File: src/rtl/load_run_controller.sv
// load_run_controller: turns level-held host fetch/start flags into single-cycle
// memory write strobes, launches a core run and tracks it to done or timeout.
// Host writes are refused while the core runs; protocol misuse latches err.
module load_run_controller #(
  parameter int ADDR_W      = 4,
  parameter int DATA_W      = 8,
  parameter int RUN_TIMEOUT = 255
) (
  input  logic              clk,
  input  logic              reset,
  input  logic              fetch_w,
  input  logic              fetch_inp,
  input  logic              fetch_ins,
  input  logic              start,
  input  logic [ADDR_W-1:0] dma_address,
  input  logic [DATA_W-1:0] data_in,
  input  logic              core_done,
  output logic              wmem_we,
  output logic              imem_we,
  output logic              insmem_we,
  output logic [ADDR_W-1:0] mem_addr,
  output logic [DATA_W-1:0] mem_wdata,
  output logic              core_start,
  output logic              busy,
  output logic              done,
  output logic              err,
  output logic [ADDR_W:0]   ins_count
);

  typedef enum logic [1:0] {
    S_IDLE = 2'd0,
    S_RUN  = 2'd1,
    S_DONE = 2'd2
  } state_t;

  // Command type encoding; T_NONE also stands for "no command this cycle".
  localparam logic [1:0] T_NONE = 2'd0;
  localparam logic [1:0] T_W    = 2'd1;
  localparam logic [1:0] T_INP  = 2'd2;
  localparam logic [1:0] T_INS  = 2'd3;

  localparam logic [ADDR_W:0] INS_MAX  = (ADDR_W+1)'(1) << ADDR_W;
  localparam logic [15:0]     RUN_LAST = 16'(RUN_TIMEOUT - 1);

  state_t              state_q, state_d;
  logic [1:0]          prev_type_q;
  logic [ADDR_W-1:0]   prev_addr_q;
  logic                start_prev_q;
  logic [15:0]         run_cnt_q, run_cnt_d;
  logic [ADDR_W:0]     ins_count_q, ins_count_d;
  logic                err_q, err_d;
  logic                wmem_we_q, wmem_we_d;
  logic                imem_we_q, imem_we_d;
  logic                insmem_we_q, insmem_we_d;
  logic                core_start_q, core_start_d;
  logic [ADDR_W-1:0]   mem_addr_q, mem_addr_d;
  logic [DATA_W-1:0]   mem_wdata_q, mem_wdata_d;

  logic [1:0] flag_count;
  logic       multi_flag;
  logic [1:0] cmd_type;
  logic       new_cmd;
  logic       start_edge;
  logic       idle_like;
  logic       launch;
  logic       do_write;
  logic       timeout_hit;

  // Command decode, edge detection and the shared launch/write decisions.
  always_comb begin
    flag_count = 2'(fetch_w) + 2'(fetch_inp) + 2'(fetch_ins);
    multi_flag = (flag_count > 2'd1);
    cmd_type   = T_NONE;
    if (flag_count == 2'd1) begin
      if (fetch_w)        cmd_type = T_W;
      else if (fetch_inp) cmd_type = T_INP;
      else                cmd_type = T_INS;
    end
    new_cmd     = (cmd_type != T_NONE) &&
                  ((prev_type_q == T_NONE) || (prev_type_q != cmd_type) ||
                   (prev_addr_q != dma_address));
    start_edge  = start && !start_prev_q;
    idle_like   = (state_q == S_IDLE) || (state_q == S_DONE);
    launch      = idle_like && start_edge && (ins_count_q != '0);
    // A start edge takes priority and swallows a simultaneous command.
    do_write    = idle_like && new_cmd && !start_edge;
    timeout_hit = (state_q == S_RUN) && !core_done && (run_cnt_q == RUN_LAST);
  end

  // State register plus all registered outputs and bookkeeping.
  always_ff @(posedge clk) begin
    if (reset) begin
      state_q      <= S_IDLE;
      prev_type_q  <= T_NONE;
      prev_addr_q  <= '0;
      start_prev_q <= 1'b0;
      run_cnt_q    <= '0;
      ins_count_q  <= '0;
      err_q        <= 1'b0;
      wmem_we_q    <= 1'b0;
      imem_we_q    <= 1'b0;
      insmem_we_q  <= 1'b0;
      core_start_q <= 1'b0;
      mem_addr_q   <= '0;
      mem_wdata_q  <= '0;
    end else begin
      state_q      <= state_d;
      prev_type_q  <= cmd_type;
      prev_addr_q  <= dma_address;
      start_prev_q <= start;
      run_cnt_q    <= run_cnt_d;
      ins_count_q  <= ins_count_d;
      err_q        <= err_d;
      wmem_we_q    <= wmem_we_d;
      imem_we_q    <= imem_we_d;
      insmem_we_q  <= insmem_we_d;
      core_start_q <= core_start_d;
      mem_addr_q   <= mem_addr_d;
      mem_wdata_q  <= mem_wdata_d;
    end
  end

  // Next-state selection: launch, completion, timeout and write-out-of-DONE.
  always_comb begin
    state_d = state_q;
    case (state_q)
      S_IDLE: if (launch) state_d = S_RUN;
      S_RUN: begin
        if (core_done)        state_d = S_DONE;
        else if (timeout_hit) state_d = S_IDLE;
      end
      S_DONE: begin
        if (launch)        state_d = S_RUN;
        else if (do_write) state_d = S_IDLE;
      end
      default: state_d = S_IDLE;
    endcase
  end

  // Output and datapath next values: strobes, write bus, counters, error flag.
  always_comb begin
    wmem_we_d    = 1'b0;
    imem_we_d    = 1'b0;
    insmem_we_d  = 1'b0;
    core_start_d = launch;
    mem_addr_d   = mem_addr_q;
    mem_wdata_d  = mem_wdata_q;
    ins_count_d  = ins_count_q;
    run_cnt_d    = run_cnt_q;
    err_d        = err_q;

    if (do_write) begin
      mem_addr_d  = dma_address;
      mem_wdata_d = data_in;
      case (cmd_type)
        T_W:     wmem_we_d   = 1'b1;
        T_INP:   imem_we_d   = 1'b1;
        T_INS:   insmem_we_d = 1'b1;
        default: ;
      endcase
      if ((cmd_type == T_INS) && (ins_count_q != INS_MAX))
        ins_count_d = ins_count_q + 1'b1;
    end

    if (launch)                 run_cnt_d = '0;
    else if (state_q == S_RUN)  run_cnt_d = run_cnt_q + 16'd1;

    if (multi_flag)                                        err_d = 1'b1;
    if (idle_like && start_edge && (ins_count_q == '0))    err_d = 1'b1;
    if ((state_q == S_RUN) && (new_cmd || start_edge))     err_d = 1'b1;
    if (timeout_hit)                                       err_d = 1'b1;
  end

  assign wmem_we    = wmem_we_q;
  assign imem_we    = imem_we_q;
  assign insmem_we  = insmem_we_q;
  assign mem_addr   = mem_addr_q;
  assign mem_wdata  = mem_wdata_q;
  assign core_start = core_start_q;
  assign busy       = (state_q == S_RUN);
  assign done       = (state_q == S_DONE);
  assign err        = err_q;
  assign ins_count  = ins_count_q;

endmodule

File: config.mk
export PLATFORM = sky130hd
export DESIGN_NAME = load_run_controller
export DESIGN_NICKNAME = d
export VERILOG_FILES = /design/src/rtl/load_run_controller.sv
export SDC_FILE = /design/constraint.sdc
export NUM_CORES = 1
export LEC_CHECK = 0
export BUFFER_PORTS_ARGS = -buffer_cell sky130_fd_sc_hd__buf_2
export CAP_MARGIN = 20
export CORE_ASPECT_RATIO = 1.1
export CORE_MARGIN = 4
export CORE_UTILIZATION = 55
export CTS_CLUSTER_SIZE = 8
export DETAILED_ROUTE_END_ITERATION = 8
export HOLD_SLACK_MARGIN = 0.08
export PLACE_DENSITY_LB_ADDON = 0.15
export SYNTH_ARGS = -nofsm -noshare
export SYNTH_HDL_FRONTEND = slang
export SYNTH_SLANG_ARGS = --single-unit
File: constraint.sdc
create_clock -name clk -period 3.7 [get_ports clk]
set_input_delay 0.185 -clock clk [delete_from_list [all_inputs] [get_ports clk]]
set_output_delay 0.185 -clock clk [all_outputs]
set_load 0.02 [all_outputs]
# ---- After elaboration in Yosys (flattened, before gate mapping)
# Cells that the tools add are included.
dict set report classes {
  reduce_logical 28
  eq_ne 13
  mux 16
  addsub 4
  n_bitwise 1
  n_lt_le_gt_ge 1
}
# operator n
set op_table {}
lappend op_table {{$add 16x1->16 const B} 1}
lappend op_table {{$eq 16x8->1 const B} 1}
lappend op_table {{$mux 2} 7}
lappend op_table {{$logic_and 1x1->1} 11}
lappend op_table {{$mux 1} 8}
lappend op_table {{$eq 2x1->1 const B} 3}
lappend op_table {{$eq 2x2->1 const B} 3}
lappend op_table {{$pmux 2 s3} 1}
lappend op_table {{$add 5x1->5 const B} 1}
lappend op_table {{$logic_not 5->1} 1}
lappend op_table {{$ne 5x5->1 const B} 1}
lappend op_table {{$reduce_bool 5->1} 1}
lappend op_table {{$logic_not 2->1} 2}
lappend op_table {{$logic_or 1x1->1} 4}
lappend op_table {{$ne 4x4->1} 1}
lappend op_table {{$reduce_bool 4->1} 1}
lappend op_table {{$reduce_or 2->1} 2}
lappend op_table {{$logic_not 1->1} 3}
lappend op_table {{$ne 3x1->1 const B} 1}
lappend op_table {{$ne 3x2->1 const B} 1}
lappend op_table {{$reduce_and 3->1} 1}
lappend op_table {{$add 1x1->2} 1}
lappend op_table {{$add 2x1->2} 1}
lappend op_table {{$gt 2x1->1 const B} 1}
lappend op_table {{5 further kinds} 5}
dict set report totals {
  word_cells 76
  in_bits 19
  regBits 47
}

# ---- Longest topological paths before layout
dict set report logic_depth {
  depth_word 13
  depth_mapped 8
  depth_no_buf 6
}

# ---- Least setup slack after synthesis
# Ideal clock, no wire load.
dict set report synth_path {
  path_type {input-to-reg}
  startpoint {input fetch_w}
  endpoint {register ins_count_q[4] (netlist: ins_count[4])}
  required_ps 3629
  slack_ps 1764
  arrival_time_ps 1865
  cell_stages 6
  path_cell_list {inv_1 -> fa_1 -> nor4b_4 -> o31ai_4 -> or4_1 -> a21oi_1}
}
dict set report synth_via {
  elab_chain_cells 11
  elab_cells_between_ends 15
}
# item line_no
set synth_rtl {}
lappend synth_rtl {{start, declared} 11} ;# input logic fetch_w,
lappend synth_rtl {{$add 1x1->2} 71} ;# flag_count = 2'(fetch_w) + 2'(fetch_inp) + 2'(fetch_ins);
lappend synth_rtl {{$add 2x1->2} 71}
lappend synth_rtl {{$eq 2x1->1} 74} ;# if (flag_count == 2'd1) begin
lappend synth_rtl {{$mux 2 *} 74}
lappend synth_rtl {{$ne 2x2->1} 80} ;# ((prev_type_q == T_NONE) || (prev_type_q != cmd_type) ||
lappend synth_rtl {{$logic_or 1x1->1 (2 in a row)} 80}
lappend synth_rtl {{$logic_and 1x1->1} 79} ;# new_cmd = (cmd_type != T_NONE) &&
lappend synth_rtl {{$logic_and 1x1->1 (2 in a row)} 86} ;# do_write = idle_like && new_cmd && !start_edge;
lappend synth_rtl {{$reduce_and 2->1 (no line) *} --}
lappend synth_rtl {{end signal, assigned} 112} ;# ins_count_q <= ins_count_d;
lappend synth_rtl {{end, declared} 50} ;# logic [ADDR_W:0] ins_count_q, ins_count_d;
# Mark *: on every way between the ends. The rest lies on a longest branch, timed or not.
# A chain may end at the register's enable or synchronous reset.

# ---- Worst setup path after layout
dict set report layout_path {
  startpoint {input fetch_w}
  endpoint {register ins_count_q[3] (netlist: ins_count[3])}
}
# The elaborated chain is that of the path after synthesis.

==> metrics.cfg <==
[placed_design]
placed_area_mm2 = 0.00232
gp_congestion = 0.771
place_inst = 304
dp_hpwl_um = 2780
io_buffer_count = 42

[global_route]
track_usage_pct = 17.7
grt_max_degree = 30
grt_pass1_vias = 1574
grt_overflow = 0
grt_pass1_wl_um = 6730
antenna_found_initial = 0

[synth]
synth_edf_count = 0
synthTopCellsByCount = dfxtp_1, nor2_1, mux2i_1
async_flop_share_pct = 0
ys_types = 42
synth_top_area_share_pct = 45.1
syn_nets = 243
yosys_warnings = 0
synth_flop_cell = dfxtp_1
netlist_area_mm2 = 0.00209
synth.most_common_cell = dfxtp_1
synth_area_leaders = dfxtp_1, mux2i_1, nor2_1
syn_avg_cell_area_um2 = 9.52
synthCells = 219
yosysTopAreaCell = dfxtp_1
ys_seq_elements = 47
yosysSeqAreaShare_pct = 45.1

[clock_network]
cts-root-buf = clkbuf_8
cts_tree = built
cts_made_buffers = 5
hold_buffers = 0
cts_sinks = 47
cts_buffer_depth = 2
clkLatencyLatePin_ns = 0.28
postCtsSetupRepairBufs = 0
ctsResizeCount = 0
htreeDepth = 2
path_clk_slew_ns = 0.08

[sta]
tightest_slew_ns = 0.678
maxSlewViolCount = 0
timing.setup.tns_ns = 0
rsz0062_at_grt = false
setup_violations = 0
slew_headroom_pct = 54.7
finClkSkew_ns = 0.00264
min_period_ns = 2.11
finalCritPeriodShare_pct = 57.1
fmax_ghz = 0.473
hold_viol = 0

[worst_setup_path]
start_kind = input port
critPathMaxStageDelay_ns = 0.54
cp_max_fo = 26
critical_path.cell_chain = buf_2 > inv_1 > fa_1 > nor4b_4 > o31ai_4 > buf_4 > or4_1 > a21oi_1
critPathTopFamily = simple AND/OR/NAND/NOR gates
path_buf_inv = 3
cpMaxStageDelayCell = fa_1
critPathCaptureType = register
critPathKind = in -> reg
crit_required_ns = 3.92
cp_data_arrival_time_ns = 2.33

[floorplan]
fp.dieArea_mm2 = 0.00484
die_w_um = 66.7
ios = 43
die_y_um = 72.6
start_util_pct = 57.1
rows = 23
core_area_mm2 = 0.00365

[finish]
final_area_mm2 = 0.00239
drive_gt1_share_pct = 21.5
post-route-util_pct = 65.5
nNetsFinal = 285
area_delta_synth_final_pct = 14.8
diodes = 0
final_cells = 310

[routing]
drt_first_iter_violations = 74
routed_wl_um = 3890
wire_per_inst_um = 12.5
viasPerCell = 5.24
drc_errors = 0
firstDrtPassIters = 4
via_count = 1625
postRouteAntennaNets = 0

[flow_run]
max-cap-violations = 0

[outcome]
outcome = complete, no violations

[power]
ir_worst_vdd_mv = 0.248
pwr_density_cell_mw_per_mm2 = 377
power.leakage_nw = 1.02

[min_path]
worst_hold_path_type = in -> reg

## stage by stage
stage                     power, W  setup slack (ns)  hold slack (ns)
after floorplan           0.000614              1.76            0.257
after global placement    0.000642              1.35            0.415
after detailed placement  0.000642              1.29            0.419
after CTS                 0.000915              1.59            0.114
after global routing      0.000946              1.49            0.130
final                     0.000903              1.59            0.122
## state kept, by name (all words and copies together) (netlist names)
register and cells:
state_q 2, wmem_we 1, prev_addr_q 4, insmem_we 1, start_prev_q 1, prev_type_q 2
err 1, run_cnt_q 16, mem_addr 4, ins_count 5, mem_wdata 8, imem_we 1
core_start 1
## layer usage
metal / wire length (µm) / track usage [%] / vias to the layer above
met5: 0 / 0 / -
met4: 22 / 5.42 / 0
met3: 147 / 3.70 / 2
met2: 2010 / 31.4 / 34
met1: 1710 / 21.2 / 759
li1: - / - / 830
## cell type report
| class | count | area [µm²] |
|---|---|---|
| inverters | 10 | 37.5 |
| flip-flops and latches | 47 | 941 |
| clock buffers | 6 | 72.6 |
| repair buffers | 44 | 225 |
| multi-input cells | 153 | 1050 |
| well taps | 50 | 62.6 |
| fillers | 318 | 1260 |
## where the power goes
group / internal, W / switching, W / total, W
sequential: 0.000520 / 0.00000754 / 0.000527
combinational: 0.0000427 / 0.0000603 / 0.000103
clock: 0.000126 / 0.000147 / 0.000273
total: 0.000689 / 0.000215 / 0.000903
## cell usage in the layout, fill, tap and decap left out, types with 2 or more instances in the layout
cell type / count
nand3b_1: 3
nand3_1: 8
clkbuf_8: 5
a21oi_2: 2
o31ai_1: 3
nor4_1: 2
or4_1: 3
nor2_1: 32
nand4_1: 6
nor2b_1: 8
buf_4: 2
or3_1: 5
dfxtp_1: 47
and2_1: 3
ha_1: 4
inv_1: 10
nand2_1: 7
o21ai_1: 2
xnor2_1: 9
xor2_1: 10
mux2i_1: 12
nor3_1: 5
buf_2: 42
nand2b_1: 2
a21oi_1: 10
## cell families (layout without fill, tap and decap cells)
kind of cell | Yosys count | in the layout | synth area share (%)
adders and majority gates | 5 | 5 | 3.36
DFF | 47 | 47 | 45.1
and+or+nand+nor | 95 | 95 | 25.9
muxes | 12 | 12 | 5.76
AOI/OAI and AO/OA | 22 | 22 | 7.56
buffers and inverters | 19 | 60 | 4.32
xor gates and xnor gates | 19 | 19 | 7.98
## path summary, 6_finish.rpt
check	startpoint	endpoint	slack [ns]	depth (start not counted)
worst max-delay path	fetch_w	ins_count[3]$_SDFFE_PP0P_	1.59	8
worst min-delay path	fetch_inp	insmem_we$_SDFF_PP0_	0.12	2
worst max register to register	ins_count[0]$_SDFFE_PP0P_	run_cnt_q[1]$_SDFFE_PP0P_	1.68	6
worst min register to register	mem_addr[2]$_SDFFE_PP0N_	mem_addr[2]$_SDFFE_PP0N_	0.50	2
(Power assumes the default switching activity.)
